===== config.mk =====
export PLATFORM = sky130hd
export DESIGN_NAME = ntsc_write_flat
export DESIGN_NICKNAME = d
export VERILOG_FILES = /design/src/rtl/ntsc_write_if.sv /design/src/rtl/ntsc_write.sv /design/src/flat_wrapper.sv
export SDC_FILE = /design/constraint.sdc
export NUM_CORES = 1
export LEC_CHECK = 0
export ABC_AREA = 1
export CAP_MARGIN = 10
export CORE_ASPECT_RATIO = 0.9
export CORE_MARGIN = 3
export CORE_UTILIZATION = 53
export DETAILED_ROUTE_END_ITERATION = 7
export PLACE_DENSITY = 0.73
export SYNTH_ARGS = -nofsm -noshare
export SYNTH_HDL_FRONTEND = slang
export SYNTH_SLANG_ARGS = --single-unit

===== constraint.sdc =====
create_clock -name clock -period 11.3 [get_ports clock]
set_input_delay 1.13 -clock clock [delete_from_list [all_inputs] [get_ports clock]]
set_output_delay 1.13 -clock clock [all_outputs]
set_load 0.05 [all_outputs]

===== src/rtl/ntsc_write_if.sv =====
// ntsc_write_if: pixel-stream input and memory write handshake bundle.
// drop_count is present only when NTSC_WRITE_DROP_COUNT_EN is defined.
interface ntsc_write_if;
   logic        pix_valid;
   logic [7:0]  pix_y;
   logic [7:0]  pix_cb;
   logic [7:0]  pix_cr;
   logic        line_start;
   logic        frame_start;
   logic        ntsc_flag;
   logic [35:0] ntsc_pixel;
   logic        done_ntsc;
   logic        new_frame;
   logic        overflow;
`ifdef NTSC_WRITE_DROP_COUNT_EN
   logic [15:0] drop_count;
`endif
   modport slave (
      input  pix_valid, pix_y, pix_cb, pix_cr, line_start, frame_start, done_ntsc,
      output ntsc_flag, ntsc_pixel, new_frame, overflow
`ifdef NTSC_WRITE_DROP_COUNT_EN
      , drop_count
`endif
   );
   modport master (
      output pix_valid, pix_y, pix_cb, pix_cr, line_start, frame_start, done_ntsc,
      input  ntsc_flag, ntsc_pixel, new_frame, overflow
`ifdef NTSC_WRITE_DROP_COUNT_EN
      , drop_count
`endif
   );
endinterface


===== src/rtl/ntsc_write.sv =====
// ntsc_write: crops a YCbCr stream, packs two 18-bit pixels per word, buffers and writes them out.
// Optional NTSC_WRITE_DROP_COUNT_EN adds a saturating count of words dropped on a full FIFO.
module ntsc_write #(
   parameter int H_ACTIVE   = 640,
   parameter int V_ACTIVE   = 480,
   parameter int FIFO_DEPTH = 4
) (
   input logic         clock,
   input logic         reset,
   ntsc_write_if.slave bus
);
   localparam int AW = $clog2(FIFO_DEPTH);
   typedef enum logic {IDLE, REQ} state_t;
   state_t        state_q, state_d;
   logic [10:0]   x_q, x_d, cur_x;
   logic [9:0]    y_q, y_d, cur_y;
   logic [17:0]   upper_q, upper_d, p;
   logic          half_q, half_d, push_q, push_d;
   logic [35:0]   word_q, word_d;
   logic [35:0]   mem [FIFO_DEPTH];
   logic [AW-1:0] rd_q, rd_d, wr_q, wr_d;
   logic [AW:0]   cnt_q, cnt_d;
   logic          pend_q, pend_d, ovf_q, ovf_d;
   logic          fs, ls, in_win, pop, full, drop, wr_en, keep, new_frame;
   assign fs        = bus.pix_valid & bus.frame_start;
   assign ls        = bus.pix_valid & bus.line_start & ~bus.frame_start;
   assign cur_x     = (fs | ls) ? '0 : x_q;
   assign cur_y     = fs ? '0 : ls ? ((y_q == '1) ? y_q : y_q + 10'd1) : y_q;
   assign in_win    = int'(cur_x) < H_ACTIVE && int'(cur_y) < V_ACTIVE;
   assign p         = {bus.pix_y[7:2], bus.pix_cb[7:2], bus.pix_cr[7:2]};
   assign pop       = (state_q == REQ) & bus.done_ntsc;
   assign full      = cnt_q == (AW+1)'(FIFO_DEPTH);
   // The in-flight word at a frame_start belongs to the old frame, so it is discarded rather than pushed.
   assign drop      = push_q & ~fs & full & ~pop;
   assign wr_en     = push_q & ~fs & (~full | pop);
   assign keep      = (state_q == REQ) & ~pop;
   assign new_frame = pend_q & (state_q == IDLE);
   assign bus.new_frame  = new_frame;
   assign bus.overflow   = ovf_q;
   assign bus.ntsc_flag  = state_q == REQ;
   assign bus.ntsc_pixel = (state_q == REQ) ? mem[rd_q] : '0;
   always_comb begin
      x_d     = x_q;
      y_d     = y_q;
      upper_d = upper_q;
      half_d  = half_q & ~(fs | ls);
      push_d  = 1'b0;
      word_d  = word_q;
      if (bus.pix_valid) begin
         x_d = (cur_x == '1) ? cur_x : cur_x + 11'd1;
         y_d = cur_y;
         if (in_win && !cur_x[0]) begin
            upper_d = p;
            half_d  = 1'b1;
         end else if (in_win && half_q) begin
            push_d = 1'b1;
            word_d = {upper_q, p};
            half_d = 1'b0;
         end
      end
   end
   always_comb begin
      rd_d  = rd_q + AW'(pop);
      wr_d  = wr_q + AW'(wr_en);
      cnt_d = cnt_q + (AW+1)'(wr_en) - (AW+1)'(pop);
      if (fs) begin
         wr_d  = rd_d + AW'(keep);
         cnt_d = (AW+1)'(keep);
      end
      pend_d  = fs | (pend_q & ~new_frame);
      ovf_d   = ~fs & (ovf_q | drop);
      state_d = pop ? IDLE : (state_q == IDLE && cnt_q != '0 && !pend_q && !fs) ? REQ : state_q;
   end
   always_ff @(posedge clock or posedge reset)
      if (reset) begin
         state_q <= IDLE;
         x_q     <= '0;
         y_q     <= '0;
         upper_q <= '0;
         half_q  <= 1'b0;
         push_q  <= 1'b0;
         word_q  <= '0;
         rd_q    <= '0;
         wr_q    <= '0;
         cnt_q   <= '0;
         pend_q  <= 1'b0;
         ovf_q   <= 1'b0;
      end else begin
         state_q <= state_d;
         x_q     <= x_d;
         y_q     <= y_d;
         upper_q <= upper_d;
         half_q  <= half_d;
         push_q  <= push_d;
         word_q  <= word_d;
         rd_q    <= rd_d;
         wr_q    <= wr_d;
         cnt_q   <= cnt_d;
         pend_q  <= pend_d;
         ovf_q   <= ovf_d;
      end
   always_ff @(posedge clock)
      if (wr_en) mem[wr_q] <= word_q;
`ifdef NTSC_WRITE_DROP_COUNT_EN
   logic [15:0] drops_q, drops_d;
   assign drops_d = fs ? '0 : drops_q + 16'(drop & (drops_q != '1));
   assign bus.drop_count = drops_q;
   always_ff @(posedge clock or posedge reset)
      if (reset) drops_q <= '0;
      else drops_q <= drops_d;
`endif
endmodule

===== src/flat_wrapper.sv =====
// flat-port wrapper written by rule: the top's interface ports become plain ports
module ntsc_write_flat 
#(
   parameter int H_ACTIVE   = 640,
   parameter int V_ACTIVE   = 480,
   parameter int FIFO_DEPTH = 4
)
  (clock, reset, bus_pix_valid, bus_pix_y, bus_pix_cb, bus_pix_cr, bus_line_start, bus_frame_start, bus_done_ntsc, bus_ntsc_flag, bus_ntsc_pixel, bus_new_frame, bus_overflow);
  ntsc_write_if bus_i ();
  input logic clock;
  input logic reset;
  input wire logic [$bits(bus_i.pix_valid)-1:0] bus_pix_valid;
  input wire logic [$bits(bus_i.pix_y)-1:0] bus_pix_y;
  input wire logic [$bits(bus_i.pix_cb)-1:0] bus_pix_cb;
  input wire logic [$bits(bus_i.pix_cr)-1:0] bus_pix_cr;
  input wire logic [$bits(bus_i.line_start)-1:0] bus_line_start;
  input wire logic [$bits(bus_i.frame_start)-1:0] bus_frame_start;
  input wire logic [$bits(bus_i.done_ntsc)-1:0] bus_done_ntsc;
  output wire logic [$bits(bus_i.ntsc_flag)-1:0] bus_ntsc_flag;
  output wire logic [$bits(bus_i.ntsc_pixel)-1:0] bus_ntsc_pixel;
  output wire logic [$bits(bus_i.new_frame)-1:0] bus_new_frame;
  output wire logic [$bits(bus_i.overflow)-1:0] bus_overflow;
  assign bus_i.pix_valid = bus_pix_valid;
  assign bus_i.pix_y = bus_pix_y;
  assign bus_i.pix_cb = bus_pix_cb;
  assign bus_i.pix_cr = bus_pix_cr;
  assign bus_i.line_start = bus_line_start;
  assign bus_i.frame_start = bus_frame_start;
  assign bus_i.done_ntsc = bus_done_ntsc;
  assign bus_ntsc_flag = bus_i.ntsc_flag;
  assign bus_ntsc_pixel = bus_i.ntsc_pixel;
  assign bus_new_frame = bus_i.new_frame;
  assign bus_overflow = bus_i.overflow;
  ntsc_write #(.H_ACTIVE(H_ACTIVE), .V_ACTIVE(V_ACTIVE), .FIFO_DEPTH(FIFO_DEPTH)) u_core (.clock(clock), .reset(reset), .bus(bus_i));
endmodule

==> results.yml <==
detailed_routing:
  vias: 6736
  viasPerCell: 5.47
  dr.pass1.iters: 6
  wirelength_mm: 20.9
  ant_nets: 0
  drc_errors: 0
  post_drt_wl_per_cell_um: 16.9
  drt_iter0_drc: 538
final_layout:
  final.fill_count: 1377
  nets: 1011
  register_area_um2: 6500
  stdcell_area_um2: 11300
  area_delta_synth_final_pct: 15.0
  antenna_cells: 0
  drive_gt1_share_pct: 7.77
  post-route-util_pct: 63.1
  layout.cells.non_filler: 1231
  multi_input_area_um2: 2850
clock_network:
  cts.reportedPaths.clkPinSlew_ps: 60
  htree_num_levels: 1
  hold_buffers: 0
  cts_resized: 0
  cts_tree: "yes"
  cts_num_sinks: 231
  postCtsSetupBuffers: 0
  cts_buffers: 23
  clkLatencyLatePin_ps: 510
  root_buffer: "clkbuf_16"
  clockBufferDepth: 3
timing:
  tightest_slew_ps: 1040
  min_period_ps: 5040
  finClkSkew_ps: 7.60
  slew_violations: 0
  fin_crit_sh_pct: 44.6
  hold_viol_final: 0
  slew_headroom_pct: 30.8
  tns_ps: 0
  setup_viol: 0
  fmax_mhz: 198
  rsz0062_at_grt: "false"
critical_path:
  crit_required_ps: 10170
  crit_path_start: "u_core.rd_q[0]"
  r2r-start: "u_core.y_q[0]"
  cp_data_arrival_time_ps: 3910
  path_max_fanout: 75
  cp-start-kind: "register"
  critical_path.slowest_cell: "clkdlybuf4s50_1"
  end_kind: "output port"
  timing.critical_path.cells: "buf_4 > inv_1 > buf_4 > o21ai_0 > a21oi_1 > clkdlybuf4s50_1"
  critPathKind: "reg2out"
  cp_common_cell: "buf_4"
  slowest_delay_ps: 860
pwr:
  power_frac_comb_pct: 32.1
  p_sw_uw: 1060
  switching_share_pct: 37.1
  power_frac_seq_pct: 41.4
  p_leak_uw: 0.00452
  internal_power_uw: 1800
  power.clock.fraction_pct: 26.5
  peakVddDrop_v: 0.000128
  power_density_nw_per_um2: 253
placement:
  dpl_cell_area_um2: 10600
  dp_cells: 1189
  place.gp.congestion: 0.832
  dpl.hpwl_mm: 11.9
  port_buffers: 62
grt:
  grt-ovfl-total: 0
  grt_max_degree: 82
  grt_pass1_wl_mm: 32.9
  antenna_found_initial: 0
  grt_pass1_vias: 6217
  grt_use_total_pct: 20.6
synthesis:
  synth_xor_area_share_pct: 0.889
  synth-edff-count: 144
  synth_adder_area_share_pct: 0.965
  syn_avg_cell_area_um2: 10.6
  ys_top_cells_by_count: "nor2_1 (166), nand2_1 (159), edfxtp_1 (144), dfrtp_1 (87), o21ai_0 (86)"
  synth.distinct_cells: 38
  synth_area_um2: 9860
  synth_fp_nets: 963
  postSynth.asyncResetShare_pct: 37.7
  ys_seq_area_share_pct: 66.0
  synth_area_leader_cell: "edfxtp_1"
  synth_compound_area_share_pct: 7.06
  yosys.area_share.simple_pct: 19.7
  synth_most_common_cell: "nor2_1"
  synth_seq_cells: 231
  ys.flop_type: "edfxtp_1"
  syn_inst: 926
  yosys_warnings: 0
  synth_top_family_by_area: "simple AND/OR/NAND/NOR gates"
  synthTopCellsByArea: "edfxtp_1 (44%), dfrtp_1 (22%), nor2_1 (6.3%)"
  synth_top_area_share_pct: 43.9
  muxShareOfSynthArea_pct: 0.102
die:
  placementRows: 46
  core-area_um2: 18000
  die_h_um: 135
  die_area_um2: 20300
  initial_core_util_pct: 54.9
  die_x_um: 150
  io_pins: 69
min_path:
  hp-class: "reg2reg"
  hold_start: "u_core.upper_q[13]"
flow_run:
  drv_cap: 0
outcome:
  status: "finished clean"
## layout make-up
cell class	instances	area share (%)
clock buffers	29	5.36
clock inverters	13	1.31
inverters	54	1.80
multi-input cells	589	25.2
flip-flops and latches	231	57.4
well taps	240	2.65
repair buffers	75	6.34
## critical path: cells and delay by family, from the launching register on
| kind | cells | cell delay [ps] |
|---|---|---|
| compound gates | 2 | 500 |
| buf+inv | 4 | 2460 |
| flops | 1 | 380 |
## per-layer routing
metal / GRT usage [%] / up-vias / routed length [µm]
met5: 0 / - / 0
met4: 6.05 / 0 / 497
met3: 3.75 / 46 / 1520
met2: 32.2 / 232 / 9530
met1: 30.1 / 3196 / 9300
li1: - / 3262 / -
## placed cells by master (no fill, tap or decap), types with 39 or more instances in the layout
cell type / count
clkdlybuf4s50_1: 62
nand4_1: 61
nand2_1: 159
o21ai_0: 86
a21oi_1: 39
nor2_1: 166
edfxtp_1: 144
inv_1: 49
dfrtp_1: 86
## metrics by stage
| stage | setup slack (ps) | total power (µW) | hold WS, ps |
|---|---|---|---|
| after CTS | 6230 | 2870 | 474 |
| final | 6260 | 2860 | 473 |
| after detailed placement | 6000 | 2110 | 458 |
| after global placement | 6050 | 2090 | 446 |
| after floorplan | 6650 | 1810 | 435 |
| after global routing | 6070 | 3000 | 489 |
## registers in the layout (all words and copies together) (netlist names)
name and count:
u_core.mem 144, u_core.pend_q 1, u_core.bus.ntsc_flag 1, u_core.wr_q 2
u_core.push_q 1, u_core.rd_q 2, u_core.cnt_q 3, u_core.y_q 10
u_core.bus.overflow 1, u_core.half_q 1, u_core.upper_q 18, u_core.x_q 11
u_core.word_q 36
## cells by family after synthesis
logic type,Yosys count
flops,231
mux,1
compound gates,133
fa+ha+maj,7
buf+inv,106
xor+xnor,10
simple gates,438
## final timing paths
kind                                      end  slack (ps)  cells past startpoint
hold / removal             u_core.upper_q[13]         470                      2
hold reg to reg            u_core.upper_q[13]         470                      2
setup / recovery            bus_ntsc_pixel[8]        6260                      6
min in group asynchronous       u_core.x_q[0]         810                      2
setup reg to reg            u_core.word_q[25]        8550                     13
max in group asynchronous      u_core.rd_q[0]        9210                      3
## power groups by stage
stage          sequential, µW  clock [µW]  combinational (µW)
2_1_floorplan            1170           0                 643
3_3_place_gp             1190           0                 898
3_5_place_dp             1200           0                 916
4_1_cts                  1180         769                 923
5_1_grt                  1200         801                1000
6_report                 1190         758                 920
No activity file was read; power rests on OpenSTA's default activity.
